### src/rtl/rect_fill_engine.sv
// rtl/rect_fill_engine.sv - clipped rectangle fill engine with CPU write pass-through
module rect_fill_engine #(
    parameter int FB_W   = 320,
    parameter int FB_H   = 240,
    parameter int ADDR_W = 16
) (
    input  logic              clk,
    input  logic              reset,
    input  logic              start,
    input  logic [8:0]        cfg_x,
    input  logic [7:0]        cfg_y,
    input  logic [8:0]        cfg_w,
    input  logic [7:0]        cfg_h,
    input  logic [11:0]       cfg_color,
    input  logic              cpu_write,
    input  logic [ADDR_W-1:0] cpu_addr,
    input  logic [31:0]       cpu_wdata,
    output logic              busy,
    output logic              done,
    output logic              mem_write,
    output logic [ADDR_W-1:0] mem_addr,
    output logic [31:0]       mem_wdata
);

    typedef enum logic [1:0] {
        S_IDLE,
        S_SETUP,
        S_FILL,
        S_DONE
    } state_t;

    localparam logic [9:0]  FB_W10 = 10'(FB_W);
    localparam logic [8:0]  FB_H9  = 9'(FB_H);
    localparam logic [16:0] FB_W17 = 17'(FB_W);

    state_t             state_q, state_d;
    logic [8:0]         x0_q, x0_d;
    logic [7:0]         y0_q, y0_d;
    logic [8:0]         w_q, w_d;
    logic [7:0]         h_q, h_d;
    logic [11:0]        color_q, color_d;
    logic [9:0]         x_end_q, x_end_d;
    logic [8:0]         y_end_q, y_end_d;
    logic [8:0]         cur_x_q, cur_x_d;
    logic [7:0]         cur_y_q, cur_y_d;
    logic [16:0]        row_base_q, row_base_d;
    logic               mem_write_q, mem_write_d;
    logic [ADDR_W-1:0]  mem_addr_q, mem_addr_d;
    logic [31:0]        mem_wdata_q, mem_wdata_d;

    logic [9:0]         x_sum;
    logic [8:0]         y_sum;
    logic [16:0]        lin;
    logic               fill_issue;
    logic               empty_rect;

    always_comb begin
        state_d     = state_q;
        x0_d        = x0_q;
        y0_d        = y0_q;
        w_d         = w_q;
        h_d         = h_q;
        color_d     = color_q;
        x_end_d     = x_end_q;
        y_end_d     = y_end_q;
        cur_x_d     = cur_x_q;
        cur_y_d     = cur_y_q;
        row_base_d  = row_base_q;
        mem_write_d = 1'b0;
        mem_addr_d  = '0;
        mem_wdata_d = '0;
        fill_issue  = 1'b0;

        x_sum      = {1'b0, x0_q} + {1'b0, w_q};
        y_sum      = {1'b0, y0_q} + {1'b0, h_q};
        lin        = row_base_q + {8'b0, cur_x_q};
        empty_rect = (w_q == 9'd0) || (h_q == 8'd0) ||
                     ({1'b0, x0_q} >= FB_W10) || ({1'b0, y0_q} >= FB_H9);

        case (state_q)
            S_IDLE: begin
                if (start) begin
                    x0_d    = cfg_x;
                    y0_d    = cfg_y;
                    w_d     = cfg_w;
                    h_d     = cfg_h;
                    color_d = cfg_color;
                    state_d = S_SETUP;
                end
            end
            S_SETUP: begin
                x_end_d = (x_sum > FB_W10) ? FB_W10 : x_sum;
                y_end_d = (y_sum > FB_H9) ? FB_H9 : y_sum;
                if (empty_rect) begin
                    state_d = S_DONE;
                end else begin
                    cur_x_d    = x0_q;
                    cur_y_d    = y0_q;
                    // y*320 as y*256 + y*64
                    row_base_d = ({9'b0, y0_q} << 8) + ({9'b0, y0_q} << 6);
                    state_d    = S_FILL;
                end
            end
            S_FILL: begin
                if (!cpu_write) begin
                    fill_issue = 1'b1;
                    if (({1'b0, cur_x_q} + 10'd1) == x_end_q) begin
                        cur_x_d    = x0_q;
                        cur_y_d    = cur_y_q + 8'd1;
                        row_base_d = row_base_q + FB_W17;
                        if (({1'b0, cur_y_q} + 9'd1) == y_end_q) begin
                            state_d = S_DONE;
                        end
                    end else begin
                        cur_x_d = cur_x_q + 9'd1;
                    end
                end
            end
            S_DONE: begin
                state_d = S_IDLE;
            end
            default: begin
                state_d = S_IDLE;
            end
        endcase

        // CPU writes win; fill pixels past the addressable range are consumed silently
        if (cpu_write) begin
            mem_write_d = 1'b1;
            mem_addr_d  = cpu_addr;
            mem_wdata_d = cpu_wdata;
        end else if (fill_issue && ((lin >> ADDR_W) == 17'd0)) begin
            mem_write_d = 1'b1;
            mem_addr_d  = lin[ADDR_W-1:0];
            mem_wdata_d = {20'h0, color_q};
        end
    end

    always_ff @(posedge clk) begin
        if (reset) begin
            state_q     <= S_IDLE;
            x0_q        <= '0;
            y0_q        <= '0;
            w_q         <= '0;
            h_q         <= '0;
            color_q     <= '0;
            x_end_q     <= '0;
            y_end_q     <= '0;
            cur_x_q     <= '0;
            cur_y_q     <= '0;
            row_base_q  <= '0;
            mem_write_q <= 1'b0;
            mem_addr_q  <= '0;
            mem_wdata_q <= '0;
        end else begin
            state_q     <= state_d;
            x0_q        <= x0_d;
            y0_q        <= y0_d;
            w_q         <= w_d;
            h_q         <= h_d;
            color_q     <= color_d;
            x_end_q     <= x_end_d;
            y_end_q     <= y_end_d;
            cur_x_q     <= cur_x_d;
            cur_y_q     <= cur_y_d;
            row_base_q  <= row_base_d;
            mem_write_q <= mem_write_d;
            mem_addr_q  <= mem_addr_d;
            mem_wdata_q <= mem_wdata_d;
        end
    end

    assign busy      = (state_q == S_SETUP) || (state_q == S_FILL);
    assign done      = (state_q == S_DONE);
    assign mem_write = mem_write_q;
    assign mem_addr  = mem_addr_q;
    assign mem_wdata = mem_wdata_q;

endmodule

### config.mk
export PLATFORM = sky130hd
export DESIGN_NAME = rect_fill_engine
export DESIGN_NICKNAME = d
export VERILOG_FILES = /design/src/rtl/rect_fill_engine.sv
export SDC_FILE = /design/constraint.sdc
export NUM_CORES = 1
export LEC_CHECK = 0
export ABC_AREA = 1
export ABC_CLOCK_PERIOD_IN_PS = 3000
export CAP_MARGIN = 25
export CORE_MARGIN = 5
export CORE_UTILIZATION = 25
export DETAILED_ROUTE_END_ITERATION = 6
export SYNTH_ARGS = -nofsm -noshare
export SYNTH_HDL_FRONTEND = slang
export SYNTH_SLANG_ARGS = --single-unit
### constraint.sdc
create_clock -name clk -period 3 [get_ports clk]
set_clock_uncertainty 0.15 [all_clocks]
set_input_delay 0.6 -clock clk [delete_from_list [all_inputs] [get_ports clk]]
set_output_delay 0.6 -clock clk [all_outputs]
set_load 0.005 [all_outputs]
==> results of run 1 <==
[cells in the final DEF (no fill, tap or decap), types with 13 or more instances in the layout]
| cell | instances |
|---|---|
| nand2_1 | 193 |
| clkdlybuf4s50_1 | 148 |
| dfxtp_1 | 144 |
| inv_1 | 127 |
| nor2_1 | 119 |
| nand3_1 | 114 |
| o21ai_0 | 98 |
| a21oi_1 | 78 |
| ha_1 | 34 |
| xor2_1 | 17 |
| clkbuf_16 | 17 |
| xnor2_1 | 13 |
[state kept, by name, summed over array words and instances (netlist names)]
register / count
mem_wdata: 32
mem_addr: 16
color_q: 12
row_base_q: 11
x_end_q: 10
cur_x_q: 9
w_q: 9
x0_q: 9
y_end_q: 9
cur_y_q: 8
h_q: 8
y0_q: 8
state_q: 2
mem_write: 1
[per-layer routing]
metal  share of wire, %  vias up  routed length (µm)  GRT usage (%)
met1                 51     3086               10800           18.3
met3                6.5       12                1390           2.80
met5                  0        -                   0              0
met4               0.70        0                 148           2.85
li1                   -     3688                   -              -
met2                 42      216                8840           19.3
[final timing paths]
check / from / endpoint / slack [ps] / depth (start not counted)
worst min-delay path: color_q[9]$_SDFFE_PP0P_ / color_q[9]$_SDFFE_PP0P_ / 300 / 2
worst min register to register: color_q[9]$_SDFFE_PP0P_ / color_q[9]$_SDFFE_PP0P_ / 300 / 2
worst max-delay path: cur_x_q[0]$_SDFFE_PP0P_ / row_base_q[9]$_SDFFE_PP0P_ / 360 / 15
worst max register to register: cur_x_q[0]$_SDFFE_PP0P_ / row_base_q[9]$_SDFFE_PP0P_ / 360 / 15
[critical path, cell delays in order (launching register included)]
cell     delay [ps]
dfxtp_1         440
ha_1            260
nand2_2          90
nor2_2          150
nand2_1          80
nand2_1          90
nand2_1          50
nand2_1          50
nand3_1          80
nor2_2          150
nand3_4         150
nand2_4         340
nand2_4         220
nand2_1         110
nand2_1          50
nor2_1          100
[area by class of cell]
class	instances	area (µm²)	share of cell area, %
Inverter	129	484	4.89
Clock inverter	14	205	2.07
Timing Repair Buffer	161	1590	16.1
Tap cell	390	488	4.93
Clock buffer	17	425	4.30
Multi-Input combinational cell	733	3830	38.6
Sequential cell	144	2880	29.1
[logic make-up after synthesis]
logic type,count (synthesis)
xor+xnor,30
buf+inv,173
fa+ha+maj,37
compound gates,200
flops,144
simple gates,466
[stage by stage]
step	setup WS [ps]	total power, mW	util, %
floorplan	862	5.10	-
global placement	450	6.00	31.5
detailed placement	388	6.05	31.5
CTS	370	8.38	33.7
global route	72.4	8.98	33.7
finish	359	8.31	33.7
[where the power goes]
part           internal, mW  switching [mW]  leakage (nW)  total [mW]
clock network          1.41           0.881         0.301        2.29
registers              2.32           0.391          1.18        2.71
logic                  1.28            2.03          2.71        3.31
==> impl_metrics.json, run 1 <==
{
  "status": "completed",
  "ctsHoldBuffers": 0,
  "synth.distinct_cells": 43,
  "drtPass1Iterations": 5,
  "synth.net_count": 1185,
  "grtUsageTotal_pct": 12.7,
  "die_area_mm2": 0.0331,
  "fill_cells": 3121,
  "clock-sinks": 144,
  "ioPinCount": 149,
  "relSlewSlack_pct": 57.0,
  "die_w_um": 182,
  "synth_edf_count": 0,
  "synth_top_cell_area_share_pct": 39.0,
  "fin_crit_ps": 2640,
  "drcViolationCount": 0,
  "tritoncts": "done",
  "place_area_mm2": 0.00927,
  "setup_violations": 0,
  "die_h_um": 182,
  "diodes": 0,
  "timing.final.crit_share_pct": 88.0,
  "viasPerCell": 4.41,
  "ys_warn_count": 0,
  "nets": 1321,
  "worstMarginPinSlew_ps": 643,
  "drv_cap": 0,
  "cts_buffers": 17,
  "rows": 63,
  "netlist_top_cells_area": "dfxtp_1 (39%), nand2_1 (9.9%), nand3_1 (7.7%), o21ai_0 (6.6%), inv_1 (6.5%)",
  "synth-seq-cells": 144,
  "drv_slew": 0,
  "synthTopCellsByCount": "nand2_1 (194), dfxtp_1 (144), inv_1 (128)",
  "drive_above_1_share_pct": 5.18,
  "powerDensity_mw_per_mm2": 839,
  "drtAntennaViolNets": 0,
  "worstSetupPathType": "register to register",
  "hp-class": "register to register",
  "max-vdd-ir-drop_mv": 0.480,
  "placed_cells": 1557,
  "synth_seq_area_share_pct": 39.0,
  "grt_overflow_total": 0,
  "critical_path_required_ps": 3200,
  "grt_pass1_wl_mm": 34.6,
  "cts_buffer_depth": 2,
  "synthesis.instances": 1050,
  "leakage_nw": 4.20,
  "synth_area_leader_cell": "dfxtp_1",
  "routed_wl_mm": 21.2,
  "rsz0062_at_grt": "no",
  "clkTransAtPathRegs_ps": 60,
  "synthFlopType": "dfxtp_1",
  "io_buffers": 148,
  "vias": 7002,
  "core_area_mm2": 0.0294,
  "htreeDepth": 4,
  "cts_resized": 0,
  "grt_pass1_vias": 6770,
  "clockRootBuffer": "clkbuf_16",
  "final.setup.tns_ps": 0,
  "gp_congestion": 0.853,
  "routedWlPerCell_um": 13.4,
  "synth.avg_cell_area_um2": 7.04,
  "hold_viol": 0,
  "finish.instance_area_mm2": 0.00990,
  "synth_simple_gate_area_share_pct": 27.3,
  "fmax_ghz": 0.379,
  "dp_hpwl_mm": 16.1,
  "synthMuxAreaShare_pct": 0,
  "setup.worst_path.start_class": "register",
  "critPathMaxFanout": 32,
  "initial_core_util_pct": 25.1,
  "post_cts_buffers": 0,
  "syn_area_mm2": 0.00739,
  "insertion_delay_ps": 420,
  "yosysMostFrequentCell": "nand2_1",
  "synthToLayoutAreaGrowth_pct": 34.0,
  "grt_max_degree": 49,
  "grt_antenna_before_repair": 0,
  "initialDrtViolationCount": 439,
  "synth_xor_area_share_pct": 3.56,
  "synth_top_family_by_area": "simple AND/OR/NAND/NOR gates",
  "async_flop_share_pct": 0,
  "crit_arrival_ps": 2840,
  "fin_cells": 1588,
  "whs_ps": 298,
  "critPathCaptureType": "register",
  "synth_compound_area_share_pct": 14.3,
  "synthAdderAreaFrac_pct": 6.57
}
(Power assumes the default switching activity.)
==> run 2: changes to the inputs <==
--- a/config.mk
+++ b/config.mk
@@ -8,8 +8,10 @@
 export ABC_AREA = 1
 export ABC_CLOCK_PERIOD_IN_PS = 3000
 export CAP_MARGIN = 25
+export CORE_ASPECT_RATIO = 1.2
 export CORE_MARGIN = 5
 export CORE_UTILIZATION = 25
+export CTS_CLUSTER_DIAMETER = 40
 export DETAILED_ROUTE_END_ITERATION = 6
 export SYNTH_ARGS = -nofsm -noshare
 export SYNTH_HDL_FRONTEND = slang
==> impl_metrics.json, run 2 (synthesis gave the netlist of run 1 again) <==
{
  "pwr-share-comb_pct": 40.6,
  "die_h_um": 198,
  "switching_share_pct": 40.8,
  "vias": 7010,
  "hold_viol": 0,
  "internal-power_mw": 4.85,
  "cts_buffers": 17,
  "io_buffers": 148,
  "relSlewSlack_pct": 51.7,
  "post_cts_buffers": 0,
  "setup_violations": 0,
  "max-vdd-ir-drop_mv": 0.349,
  "routed_wl_mm": 20.9,
  "worstMarginPinSlew_ps": 723,
  "utilization_pct": 33.6,
  "drtAntennaViolNets": 0,
  "reg2reg_depth": 12,
  "initial_core_util_pct": 25.1,
  "drv_slew": 0,
  "power_frac_clock_pct": 26.5,
  "diodes": 0,
  "powerDensity_mw_per_mm2": 827,
  "hp-start": "color_q[6]$_SDFFE_PP0P_",
  "grt_pass1_wl_mm": 34.0,
  "met1Wirelength_mm": 10.3,
  "total_power_mw": 8.19,
  "drive_above_1_share_pct": 5.33,
  "final_common_cell": "nand2_1",
  "met2_length_mm": 8.94,
  "largest_register_ff_count": 32,
  "grt_pass1_vias": 6651,
  "worstSetupPathType": "register to register",
  "fmax_ghz": 0.390,
  "top_layer_used": "met4",
  "routedWlPerCell_um": 13.1,
  "final.setup.tns_ps": 0,
  "gp_congestion": 0.858,
  "ioPinCount": 149,
  "hp-class": "register to register",
  "setup.worst_path.start_class": "register",
  "rsz0062_at_grt": "no",
  "timing.rr.end": "row_base_q[12]$_SDFFE_PP0P_",
  "r2r-start": "cur_x_q[0]$_SDFFE_PP0P_",
  "grt_antenna_before_repair": 0,
  "cts_buffer_depth": 2,
  "ff2ff_setup_slack_ps": 440,
  "grt_max_degree": 73,
  "timing.final.crit_share_pct": 85.4,
  "p_seq_share_pct": 33.0,
  "fin_crit_ps": 2560,
  "leakage_nw": 4.20,
  "insertion_delay_ps": 430,
  "grtUsageTotal_pct": 12.5,
  "clockRootBuffer": "clkbuf_16",
  "critical_path_required_ps": 3200,
  "layout_common_cells": "nand2_1 (193), clkdlybuf4s50_1 (148), dfxtp_1 (144), inv_1 (127), nor2_1 (119)",
  "synthToLayoutAreaGrowth_pct": 34.0,
  "nets": 1322,
  "dp_hpwl_mm": 15.5,
  "drv_cap": 0,
  "htreeDepth": 4,
  "drtPass1Iterations": 6,
  "drcViolationCount": 0,
  "tritoncts": "done",
  "initialDrtViolationCount": 421,
  "status": "completed",
  "ctsHoldBuffers": 0,
  "hold_depth": 2,
  "holdPathEnd": "color_q[6]$_SDFFE_PP0P_",
  "power_switching_mw": 3.34,
  "dr_wl_met3_mm": 1.32,
  "viasPerCell": 4.41,
  "critPathMaxFanout": 24,
  "core_area_mm2": 0.0294,
  "cts_resized": 0,
  "crit_arrival_ps": 2770,
  "clkTransAtPathRegs_ps": 70,
  "die_w_um": 167,
  "die_area_mm2": 0.0331,
  "critPathCaptureType": "register",
  "rows": 69,
  "grt_overflow_total": 0,
  "clock-sinks": 144
}
run 2: power groups by stage:
stage               Combinational [mW]  Sequential (mW)  Clock, mW
detailed placement                3.32             2.74          0
finish                            3.32             2.70       2.17
floorplan                         2.48             2.62          0
global placement                  3.28             2.73          0
global route                      3.78             2.76       2.31
CTS                               3.34             2.70       2.24
run 2: layer usage:
metal  vias to the layer above  GRT usage, %
li1                       3694             -
met2                       209          20.1
met1                      3086          16.9
met4                         0          3.70
met3                        21          2.98
met5                         -             0
run 2: critical path, cell delays in order, from the launching register on:
cell	delay [ps]
dfxtp_1	440
ha_1	260
nand2_2	90
o21ai_0	240
nand3_1	110
nand2_1	80
nand3_1	70
nor2_2	160
nand3_4	150
nand2_4	270
buf_4	230
nand3_1	80
a21oi_1	150
run 2: worst max-delay path by stage:
stage,end,from,slack [ps],cells past startpoint
6_report,row_base_q[12]$_SDFFE_PP0P_,cur_x_q[0]$_SDFFE_PP0P_,440,12
3_5_place_dp,row_base_q[12]$_SDFFE_PP0P_,cur_x_q[0]$_SDFFE_PP0P_,450,14
5_1_grt,row_base_q[6]$_SDFFE_PP0P_,cur_x_q[0]$_SDFFE_PP0P_,140,14
2_1_floorplan,row_base_q[9]$_SDFFE_PP0P_,cur_x_q[0]$_SDFFE_PP0P_,860,15
3_3_place_gp,row_base_q[7]$_SDFFE_PP0P_,cur_x_q[0]$_SDFFE_PP0P_,550,15
4_1_cts,busy,state_q[0]$_SDFFE_PP0P_,400,3
run 2: per-stage QoR:
stage	area, µm²	setup slack, ps	instances	hold WS (ps)
2_1_floorplan	7390	862	1050	275
3_3_place_gp	9310	549	1558	282
3_5_place_dp	9310	454	1558	289
4_1_cts	9910	405	1590	297
5_1_grt	9910	144	1590	318
6_report	9910	438	1590	298
run 2: area by class of cell:
type	count	area (µm²)
inverters	129	484
clock inverters	15	175
flip-flops and latches	144	2880
well taps	390	488
clock buffers	17	425
repair buffers	162	1620
fillers	3093	19500
multi-input cells	733	3830
==> run 3: changes to the inputs <==
==> constraint.sdc (replaced) <==
create_clock -name clk -period 3 [get_ports clk]
set_clock_uncertainty 0.15 [all_clocks]
set_input_delay 0.6 -clock clk [delete_from_list [all_inputs] [get_ports clk]]
set_output_delay 0.6 -clock clk [all_outputs]
set_load 0.01 [all_outputs]
==> results of run 3 <==
Same layout as run 2 (identical final DEF). Status: completed.
Main changes from that run: clock-pin slew on the worst setup and hold paths 70 ps -> 60 ps; setup slack after layout 438 ps -> 427 ps; start point of the critical path cur_x_q[0]$_SDFFE_PP0P_ -> state_q[0]$_SDFFE_PP0P_; end point of the critical path row_base_q[12]$_SDFFE_PP0P_ -> busy; total power 8.19 mW -> 8.21 mW
